==> src/rtl/cam_pkg.sv <==
// Shared definitions for the camera capture path: mode and state encodings
// and the QQVGA frame geometry.
package cam_pkg;

   localparam int unsigned QQVGA_W    = 160;
   localparam int unsigned QQVGA_H    = 120;
   localparam int unsigned QQVGA_NPIX = QQVGA_W * QQVGA_H;

   typedef enum logic [1:0] {
      MODE_STOP   = 2'b00,
      MODE_SINGLE = 2'b01,
      MODE_CONT   = 2'b10,
      MODE_DECIM  = 2'b11
   } mode_e;

   typedef enum logic [1:0] {
      ST_IDLE    = 2'b00,
      ST_ARM     = 2'b01,
      ST_CAPTURE = 2'b10
   } state_e;

endpackage

==> src/rtl/sync_edge_det.sv <==
// Registers one signal and reports its rising and falling edges.
//   pclk    clock
//   rst     asynchronous active-low reset (register loads RST_VAL)
//   d       monitored signal
//   rise_c  combinational pulse: d went 0 -> 1 since last edge
//   fall_c  combinational pulse: d went 1 -> 0 since last edge
module sync_edge_det #(
   parameter logic RST_VAL = 1'b0
) (
   input  logic pclk,
   input  logic rst,
   input  logic d,
   output logic rise_c,
   output logic fall_c
);

   logic d_q;

   // previous-cycle value of d
   always_ff @(posedge pclk or negedge rst) begin
      if (!rst) d_q <= RST_VAL;
      else      d_q <= d;
   end

   assign rise_c = ~d_q &  d;
   assign fall_c =  d_q & ~d;

endmodule

==> src/rtl/cam_capture_ctrl.sv <==
// Frame-level sequencer for the camera-to-framebuffer write path. Decides
// which frames are written (cap_en), checks each captured frame's pixel
// count and reports frame status.
// Optional feature macro: CAP_LINE_CHECK_EN (adds href line counting and
// the line_err port).
//   pclk        camera pixel clock
//   rst         asynchronous active-low reset
//   vsync       high = vertical blanking
//   href        high = valid line data
//   px_wr       one pulse per pixel written by the capture FSM
//   mode        STOP / SINGLE / CONT / DECIM
//   start       arms a snapshot in SINGLE mode
//   abort       cancels any activity on the next edge
//   skip        frames dropped after each capture in DECIM mode
//   cap_en      write gate to the capture FSM
//   busy        high when not IDLE
//   frame_done  one-cycle pulse at the end of a captured frame
//   frame_err   sticky frame error, cleared on entry to CAPTURE
//   frame_cnt   completed captured frames (wraps)
//   line_err    sticky line-count error (CAP_LINE_CHECK_EN only)
module cam_capture_ctrl
   import cam_pkg::*;
#(
   parameter int unsigned NPIXELS = QQVGA_NPIX,
   parameter int unsigned NLINES  = QQVGA_H,
   parameter int unsigned CNT_W   = 8,
   parameter int unsigned SKIP_W  = 4
) (
   input  logic              pclk,
   input  logic              rst,
   input  logic              vsync,
   input  logic              href,
   input  logic              px_wr,
   input  logic [1:0]        mode,
   input  logic              start,
   input  logic              abort,
   input  logic [SKIP_W-1:0] skip,
   output logic              cap_en,
   output logic              busy,
   output logic              frame_done,
   output logic              frame_err,
   output logic [CNT_W-1:0]  frame_cnt
`ifdef CAP_LINE_CHECK_EN
   ,
   output logic              line_err
`endif
);

   localparam int unsigned PX_W = $clog2(NPIXELS + 1);

   mode_e             mode_s;
   state_e            state, state_nxt;
   logic [PX_W-1:0]   px_cnt, px_cnt_nxt, px_cnt_upd;
   logic [SKIP_W-1:0] skip_cnt, skip_cnt_nxt;
   logic [CNT_W-1:0]  frame_cnt_nxt;
   logic              cap_en_nxt, busy_nxt, frame_done_nxt, frame_err_nxt;
   logic              vs_rise, vs_fall;
   logic              px_take, px_last, px_stray;
   logic              cap_start, frame_end, line_bad;

   assign mode_s = mode_e'(mode);

   // vsync reset value 1: a vsync already low after reset is not a fall
   sync_edge_det #(.RST_VAL(1'b1)) u_vs_det (
      .pclk   (pclk),
      .rst    (rst),
      .d      (vsync),
      .rise_c (vs_rise),
      .fall_c (vs_fall)
   );

   // pixel bookkeeping; px_cnt_upd already includes this cycle's pixel
   assign px_take    = px_wr & cap_en;
   assign px_last    = px_take & (px_cnt == PX_W'(NPIXELS - 1));
   assign px_stray   = px_wr & ~cap_en & (state == ST_CAPTURE);
   assign px_cnt_upd = px_cnt + PX_W'(px_take);

   assign cap_start = ~abort & (state == ST_ARM) & (mode_s != MODE_STOP)
                    & vs_fall & (skip_cnt == '0);
   assign frame_end = ~abort & (state == ST_CAPTURE) & vs_rise;

`ifdef CAP_LINE_CHECK_EN
   localparam int unsigned LN_W = $clog2(NLINES + 2);

   logic            hr_rise, hr_fall_unused;
   logic [LN_W-1:0] line_cnt, line_cnt_upd;

   sync_edge_det #(.RST_VAL(1'b0)) u_href_det (
      .pclk   (pclk),
      .rst    (rst),
      .d      (href),
      .rise_c (hr_rise),
      .fall_c (hr_fall_unused)
   );

   // saturating so a runaway href cannot wrap back onto NLINES
   assign line_cnt_upd = (state == ST_CAPTURE && hr_rise && line_cnt != '1)
                       ? line_cnt + LN_W'(1) : line_cnt;
   assign line_bad     = (line_cnt_upd != LN_W'(NLINES));

   // line counter and sticky line error
   always_ff @(posedge pclk or negedge rst) begin
      if (!rst) begin
         line_cnt <= '0;
         line_err <= 1'b0;
      end else if (cap_start) begin
         line_cnt <= '0;
         line_err <= 1'b0;
      end else if (!abort && state == ST_CAPTURE) begin
         line_cnt <= line_cnt_upd;
         if (frame_end && line_bad) line_err <= 1'b1;
      end
   end
`else
   logic unused_href;
   assign unused_href = href ^ (NLINES == 0);
   assign line_bad    = 1'b0;
`endif

   // state and output registers
   always_ff @(posedge pclk or negedge rst) begin
      if (!rst) begin
         state      <= ST_IDLE;
         cap_en     <= 1'b0;
         busy       <= 1'b0;
         frame_done <= 1'b0;
         frame_err  <= 1'b0;
         frame_cnt  <= '0;
         px_cnt     <= '0;
         skip_cnt   <= '0;
      end else begin
         state      <= state_nxt;
         cap_en     <= cap_en_nxt;
         busy       <= busy_nxt;
         frame_done <= frame_done_nxt;
         frame_err  <= frame_err_nxt;
         frame_cnt  <= frame_cnt_nxt;
         px_cnt     <= px_cnt_nxt;
         skip_cnt   <= skip_cnt_nxt;
      end
   end

   // next state; abort overrides everything
   always_comb begin
      state_nxt = state;
      if (abort) begin
         state_nxt = ST_IDLE;
      end else begin
         case (state)
            ST_IDLE: begin
               if ((mode_s == MODE_SINGLE && start) ||
                   mode_s == MODE_CONT || mode_s == MODE_DECIM)
                  state_nxt = ST_ARM;
            end
            ST_ARM: begin
               if (mode_s == MODE_STOP)
                  state_nxt = ST_IDLE;
               else if (vs_fall && skip_cnt == '0)
                  state_nxt = ST_CAPTURE;
            end
            ST_CAPTURE: begin
               // mode is only looked at when the frame closes
               if (vs_rise)
                  state_nxt = (mode_s == MODE_CONT || mode_s == MODE_DECIM)
                            ? ST_ARM : ST_IDLE;
            end
            default: state_nxt = ST_IDLE;
         endcase
      end
   end

   // next values of the registered outputs and counters
   always_comb begin
      cap_en_nxt     = cap_en;
      busy_nxt       = (state_nxt != ST_IDLE);
      frame_done_nxt = 1'b0;
      frame_err_nxt  = frame_err;
      frame_cnt_nxt  = frame_cnt;
      px_cnt_nxt     = px_cnt;
      skip_cnt_nxt   = skip_cnt;
      if (abort) begin
         cap_en_nxt   = 1'b0;
         skip_cnt_nxt = '0;
      end else begin
         case (state)
            ST_IDLE: skip_cnt_nxt = '0;
            ST_ARM: begin
               if (cap_start) begin
                  cap_en_nxt    = 1'b1;
                  px_cnt_nxt    = '0;
                  frame_err_nxt = 1'b0;
               end else if (mode_s != MODE_STOP && vs_fall) begin
                  skip_cnt_nxt = skip_cnt - SKIP_W'(1);
               end
            end
            ST_CAPTURE: begin
               px_cnt_nxt = px_cnt_upd;
               if (px_last)  cap_en_nxt    = 1'b0;
               if (px_stray) frame_err_nxt = 1'b1;
               if (frame_end) begin
                  cap_en_nxt     = 1'b0;
                  frame_done_nxt = 1'b1;
                  frame_cnt_nxt  = frame_cnt + CNT_W'(1);
                  if (px_cnt_upd != PX_W'(NPIXELS) || line_bad)
                     frame_err_nxt = 1'b1;
                  // DECIM reloads the drop count for the following frames
                  skip_cnt_nxt = (mode_s == MODE_DECIM) ? skip : '0;
               end
            end
            default: ;
         endcase
      end
   end

endmodule

==> config.mk <==
export PLATFORM = sky130hd
export DESIGN_NAME = cam_capture_ctrl
export DESIGN_NICKNAME = d
export VERILOG_FILES = /design/src/rtl/cam_pkg.sv /design/src/rtl/sync_edge_det.sv /design/src/rtl/cam_capture_ctrl.sv
export SDC_FILE = /design/constraint.sdc
export NUM_CORES = 1
export LEC_CHECK = 0
export CORE_MARGIN = 1
export CORE_UTILIZATION = 35
export CTS_BUF_LIST = sky130_fd_sc_hd__clkbuf_8
export DETAILED_ROUTE_END_ITERATION = 16
export PLACE_DENSITY = 0.58
export RECOVER_POWER = 100
export SYNTH_ARGS = -nofsm -noshare
export SYNTH_HDL_FRONTEND = slang
export SYNTH_HIERARCHICAL = 1
export SYNTH_SLANG_ARGS = --single-unit
==> constraint.sdc <==
create_clock -name pclk -period 3 [get_ports pclk]
set_input_delay 0.45 -clock pclk [delete_from_list [all_inputs] [get_ports pclk]]
set_output_delay 0.45 -clock pclk [all_outputs]
set_load 0.01 [all_outputs]
==> flow_summary.ini, run 1 <==
[power]
leakage_nw = 1.06
cellPowerDensity_nw_per_um2 = 414
ir_drop_v = 0.000172

[synth]
synth_compound_area_frac = 0.202
synthMuxAreaShare = 0.0100
yosysTopAreaCell = dfrtp_1
seq_area_frac_synth = 0.402
yosysTopAreaCellShare = 0.389
synth-simple-area-share = 0.253
async_flop_share = 1.00
ys.flop_type = dfrtp_1
synthAdderAreaFrac = 0.0531
synth_seq_cells = 34
netlist_top_cells_count = 33 x dfrtp_1, 33 x nand2_1, 22 x o21ai_0
synth_area_um2 = 2120
netlist_top_cells_area = dfrtp_1 39%, nand2_1 5.8%, ha_1 5.3%
synth_xor_area_frac = 0.0413
synth_top_family_by_area = simple AND/OR/NAND/NOR gates
synth_nets = 263
yosysWarnings = 6
synth_edf_count = 0
syn_inst = 241
synth.avg_cell_area_um2 = 8.80
yosysUniqueCellTypes = 50

[critical_path]
worstPathRequired_ns = 3.22
arrival_ns = 2.89
critPathKind = input port to flip-flop
start_kind = input port
crit_path_end_kind = flip-flop
worstPathMaxFanout = 7

[grt]
antenna_found_initial = 0
grt_pass1_wl_um = 8250
grt_max_degree = 35
grt_use_total = 0.170
grt_pass1_vias = 1710
overflow = 0

[timing]
skew_ns = 0.00315
hold_viol = 0
timing.final.crit_share = 0.891
finalSetupViolCount = 0
fmax_mhz = 374
slew_headroom = -0.237
tightest_slew_ns = 1.85
min_period_ns = 2.67
rsz0062_at_grt = no
fin_setup_tns_ns = 0
holdWs_ns = 0.481
fin_ws_ns = 0.327
report.final.slew_viol_count = 35

[floorplan]
dieArea_um2 = 6370
io_pins = 25
die_h_um = 79.8
die_x_um = 79.8
rows = 27
start_util = 0.374
core_um2 = 5680

[clock_network]
hold_buffers = 0
htreeDepth = 2
postCtsSetupBuffers = 0
cts_max_path_buffers = 2
cts_resized = 0
cts_buffers = 5
insertion_delay_ns = 0.29
cts_root_buf = clkbuf_8
cts_sinks = 34
clk_pin_slew_ns = 0.07
cts_tree = built

[route]
top_layer_used = met4
dr.pass1.iters = 4
route.antenna.remaining_nets = 0
routed_wl_um = 4740
vias_per_cell = 5.30
met2_wirelength_um = 2070
post_drt_wl_per_cell_um = 14.0
routed-via-count = 1790
met3WireLength_um = 145
drc_errors = 0
drt_iter0_drc = 107
wl_met1_um = 2450

[place]
dp_hpwl_um = 3380
dp_slack_ns = 0.182
io_buffer_count = 23
gp_congestion = 0.849

[hold_path]
hold_class = flip-flop to flip-flop

[finish]
fin_nets = 287
antenna_cells = 0
nFillCells = 592
drive_gt1_frac = 0.0714
syn_to_final_growth_pct = 19.3

[status]
violations = capacitance limit, slew limit
status = finished with violations

[flow_run]
maxCapViolCount = 1
[cells in the final DEF (no fill, tap or decap), types with 2 or more instances in the layout]
master and n:
dfrtp_1 33, ha_1 9, nor4_1 2, clkdlybuf4s50_1 8
o21ai_0 22, a22oi_1 3, a21oi_1 7, nand2b_1 9
and3_1 6, nand3_1 13, and4_1 2, nand2_1 33
or2_2 4, nor2b_1 2, a22o_1 11, xor2_1 5
inv_1 10, nor3_1 3, clkbuf_1 3, nand4_1 2
a31oi_1 3, a21o_1 2, buf_4 2, clkbuf_8 5
o31ai_1 5, or3_1 4, dlygate4sd3_1 14, nor3b_1 2
o221ai_1 2, or4_1 2, xnor2_1 5, nor2_1 9
clkinvlp_4 2
[per-stage QoR]
stage / instance area, µm² / utilization / instances / power, W
floorplan: 2120 / - / 241 / 0.000562
global placement: 2430 / 0.428 / 330 / 0.000625
detailed placement: 2430 / 0.428 / 330 / 0.000626
CTS: 2540 / 0.448 / 338 / 0.00106
global route: 2530 / 0.446 / 338 / 0.00110
finish: 2530 / 0.446 / 338 / 0.00105
[worst paths after layout]
check                      slack, ns          from            to  depth (start not counted)
max in group asynchronous       1.28           rst  frame_cnt[3]                          1
max reg2reg                     0.51      state[1]    px_cnt[10]                          7
min reg2reg                     0.48  frame_cnt[7]  frame_cnt[7]                          1
min in group asynchronous       0.66           rst     px_cnt[2]                          1
max                             0.33         px_wr    px_cnt[11]                          8
min                             0.48  frame_cnt[7]  frame_cnt[7]                          1
[final cells by class]
class | instances | area, µm² | share of cell area
timing repair buffer | 28 | 254 | 0.100
inverter | 10 | 37.5 | 0.0148
clock buffer | 5 | 68.8 | 0.0272
multi-input combinational | 186 | 1180 | 0.467
tap | 72 | 90.1 | 0.0356
clock inverter | 3 | 45.0 | 0.0178
sequential | 34 | 852 | 0.337
[registers in the layout, summed over array words and instances (netlist names)]
signal	count
px_cnt	15
frame_cnt	8
skip_cnt	4
state	2
busy	1
cap_en	1
frame_done	1
frame_err	1
u_vs_det/d_q	1
[routing by layer]
layer,GRT usage,vias up
li1,-,921
met1,0.243,836
met2,0.249,27
met4,0.0643,0
met3,0.0377,6
met5,0,-
[cell families (layout without fill, tap and decap cells)]
logic type                 count (synthesis)  in the layout
and+or+nand+nor                          101            101
AOI/OAI and AO/OA                         64             64
DFF                                       34             34
buffers and inverters                     21             46
xor gates and xnor gates                  10             10
adders and majority gates                  9              9
muxes                                      2              2
[report_power, final]
part / leakage (nW) / internal (W) / switching (W)
Clock: 0.0504 / 0.000247 / 0.000188
Combinational: 0.539 / 0.0000577 / 0.0000668
Sequential: 0.467 / 0.000473 / 0.0000136
[critical path, cell delays in order]
cell and delay (ns):
dlygate4sd3_1 0.59, inv_1 0.07, nor2_1 0.13, ha_1 0.21
nand3_1 0.23, or4_1 0.57, or4_1 0.50, a21oi_1 0.15
No activity file was read; power rests on OpenSTA's default activity.
==> run 2: changes to the inputs <==
CTS_BUF_LIST = sky130_fd_sc_hd__clkbuf_16   (was sky130_fd_sc_hd__clkbuf_8)
==> run 2 against run 1 <==
  * Die area did not move
  * The run still ends with capacitance limit, slew limit left
  * Global-route usage is 0.073 points lower
  * Register-to-register slack improved by 0.03 ns
  * Critical path depth did not move
  * Sequential share of layout area fell by 0.73 points
  * Critical endpoint unchanged
  * Fmax rose by 0.34%
  * Critical path type unchanged
  * Combinational power barely moved
  * Final area is 2.2% higher
  * Final cell count unchanged
  * Clock-buffer cell count is the same
==> flow_summary.ini, run 2 (synthesis results as in run 1) <==
[status]
status = finished with violations
violations = capacitance limit, slew limit

[route]
drt_iter0_drc = 135
route.antenna.remaining_nets = 0
vias_per_cell = 5.34
routed_wl_um = 4730
dr.pass1.iters = 4
post_drt_wl_per_cell_um = 14.0
routed-via-count = 1806
drc_errors = 0

[floorplan]
rows = 27
io_pins = 25
die_x_um = 79.8
dieArea_um2 = 6370
start_util = 0.374
core_um2 = 5680
die_h_um = 79.8

[finish]
drive_gt1_frac = 0.0714
nFillCells = 581
antenna_cells = 0
largest_register_ffs = 15
reg.largest.list = px_cnt x15, frame_cnt x8, skip_cnt x4
final_cell_mix = 33 x nand2_1, 33 x dfrtp_1, 22 x o21ai_0
top_register = px_cnt
fin_nets = 287
syn_to_final_growth_pct = 21.9

[hold_path]
worstHoldPathCells = 1
hold_class = flip-flop to flip-flop
min_to = frame_cnt[7]
hp-start = frame_cnt[7]

[timing]
report.final.slew_viol_count = 35
timing.final.crit_share = 0.888
fmax_mhz = 375
hold_viol = 0
slew_headroom = -0.235
rsz0062_at_grt = no
skew_ns = 0.00297
tightest_slew_ns = 1.85
min_period_ns = 2.66
fin_setup_tns_ns = 0
finalSetupViolCount = 0

[clock_network]
insertion_delay_ns = 0.28
hold_buffers = 0
cts_tree = built
postCtsSetupBuffers = 0
clk_pin_slew_ns = 0.06
cts_max_path_buffers = 2
cts_buffers = 5
cts_resized = 0
htreeDepth = 2
cts_root_buf = clkbuf_16
cts_sinks = 34

[critical_path]
reg2reg_from = state[1]
worstPathRequired_ns = 3.21
arrival_ns = 2.87
timing.rr.end = px_cnt[10]
r2r_cells = 7
worstPathMaxFanout = 7
reg2reg_slack_ns = 0.54
crit_path_end_kind = flip-flop
critPathKind = input port to flip-flop
start_kind = input port

[power]
p_switching_w = 0.000284
cellPowerDensity_nw_per_um2 = 466
switching_share = 0.235
p_int_w = 0.000923
power_frac_comb = 0.103
power.share.clock = 0.493
ir_drop_v = 0.000207
leakage_nw = 1.08
total_power_w = 0.00121
seqPwrFrac = 0.404

[flow_run]
maxCapViolCount = 1

[grt]
grt_pass1_wl_um = 8290
overflow = 0
antenna_found_initial = 0
grt_max_degree = 35
grt_pass1_vias = 1732
grt_use_total = 0.169

[place]
dp_hpwl_um = 3380
gp_congestion = 0.849
io_buffer_count = 23
-- run 2: layout make-up --
class / instances / area, µm² / share of cell area
sequential: 34 / 852 / 0.329
multi-input combinational: 186 / 1180 / 0.457
clock buffer: 5 / 125 / 0.0484
clock inverter: 3 / 45.0 / 0.0174
inverter: 10 / 37.5 / 0.0145
tap: 72 / 90.1 / 0.0348
timing repair buffer: 28 / 254 / 0.0982
-- run 2: power by group through the flow --
stage	Sequential [W]	Clock [W]	Combinational, W
after floorplan	0.000497	0	0.0000654
after global placement	0.000495	0	0.000129
after detailed placement	0.000496	0	0.000130
after CTS	0.000487	0.000609	0.000131
after global routing	0.000490	0.000629	0.000142
final	0.000488	0.000595	0.000124
-- run 2: per-stage QoR --
stage / instance area [µm²] / instances / hold WS, ns / util / worst slack [ns]
after floorplan: 2120 / 241 / 0.154 / - / 0.944
after global placement: 2430 / 330 / 0.465 / 0.428 / 0.204
after detailed placement: 2430 / 330 / 0.474 / 0.428 / 0.182
after CTS: 2600 / 338 / 0.284 / 0.458 / 0.470
after global routing: 2590 / 338 / 0.494 / 0.456 / 0.181
final: 2590 / 338 / 0.478 / 0.456 / 0.336
-- run 2: per-layer routing --
metal / track usage / wire length [µm] / up-vias
met2: 0.253 / 2100 / 36
met5: 0 / 0 / -
met1: 0.241 / 2370 / 843
li1: - / - / 921
met4: 0.0536 / 72 / 0
met3: 0.0377 / 189 / 6
-- run 2: worst max-delay path: stages --
cell and delay (ns):
dlygate4sd3_1 0.59, inv_1 0.07, nor2_1 0.12, ha_1 0.20, nand3_1 0.23, or4_1 0.57
or4_1 0.50, a21oi_1 0.15
-- run 2: how the worst max path moves through the flow --
stage / end / cells after the start / startpoint / slack, ns
3_5_place_dp: px_cnt[11] / 8 / px_wr / 0.18
5_1_grt: px_cnt[14] / 10 / px_wr / 0.18
3_3_place_gp: frame_err / 9 / px_wr / 0.20
6_report: px_cnt[11] / 8 / px_wr / 0.34
4_1_cts: px_cnt[11] / 8 / px_wr / 0.47
2_1_floorplan: px_cnt[11] / 7 / cap_en / 0.94
==> run 3: changes to the inputs <==
ABC_CLOCK_PERIOD_IN_PS = 3000   (was not set)
==> results of run 3 <==
No change in the layout: final DEF, timing and power equal those of run 2.
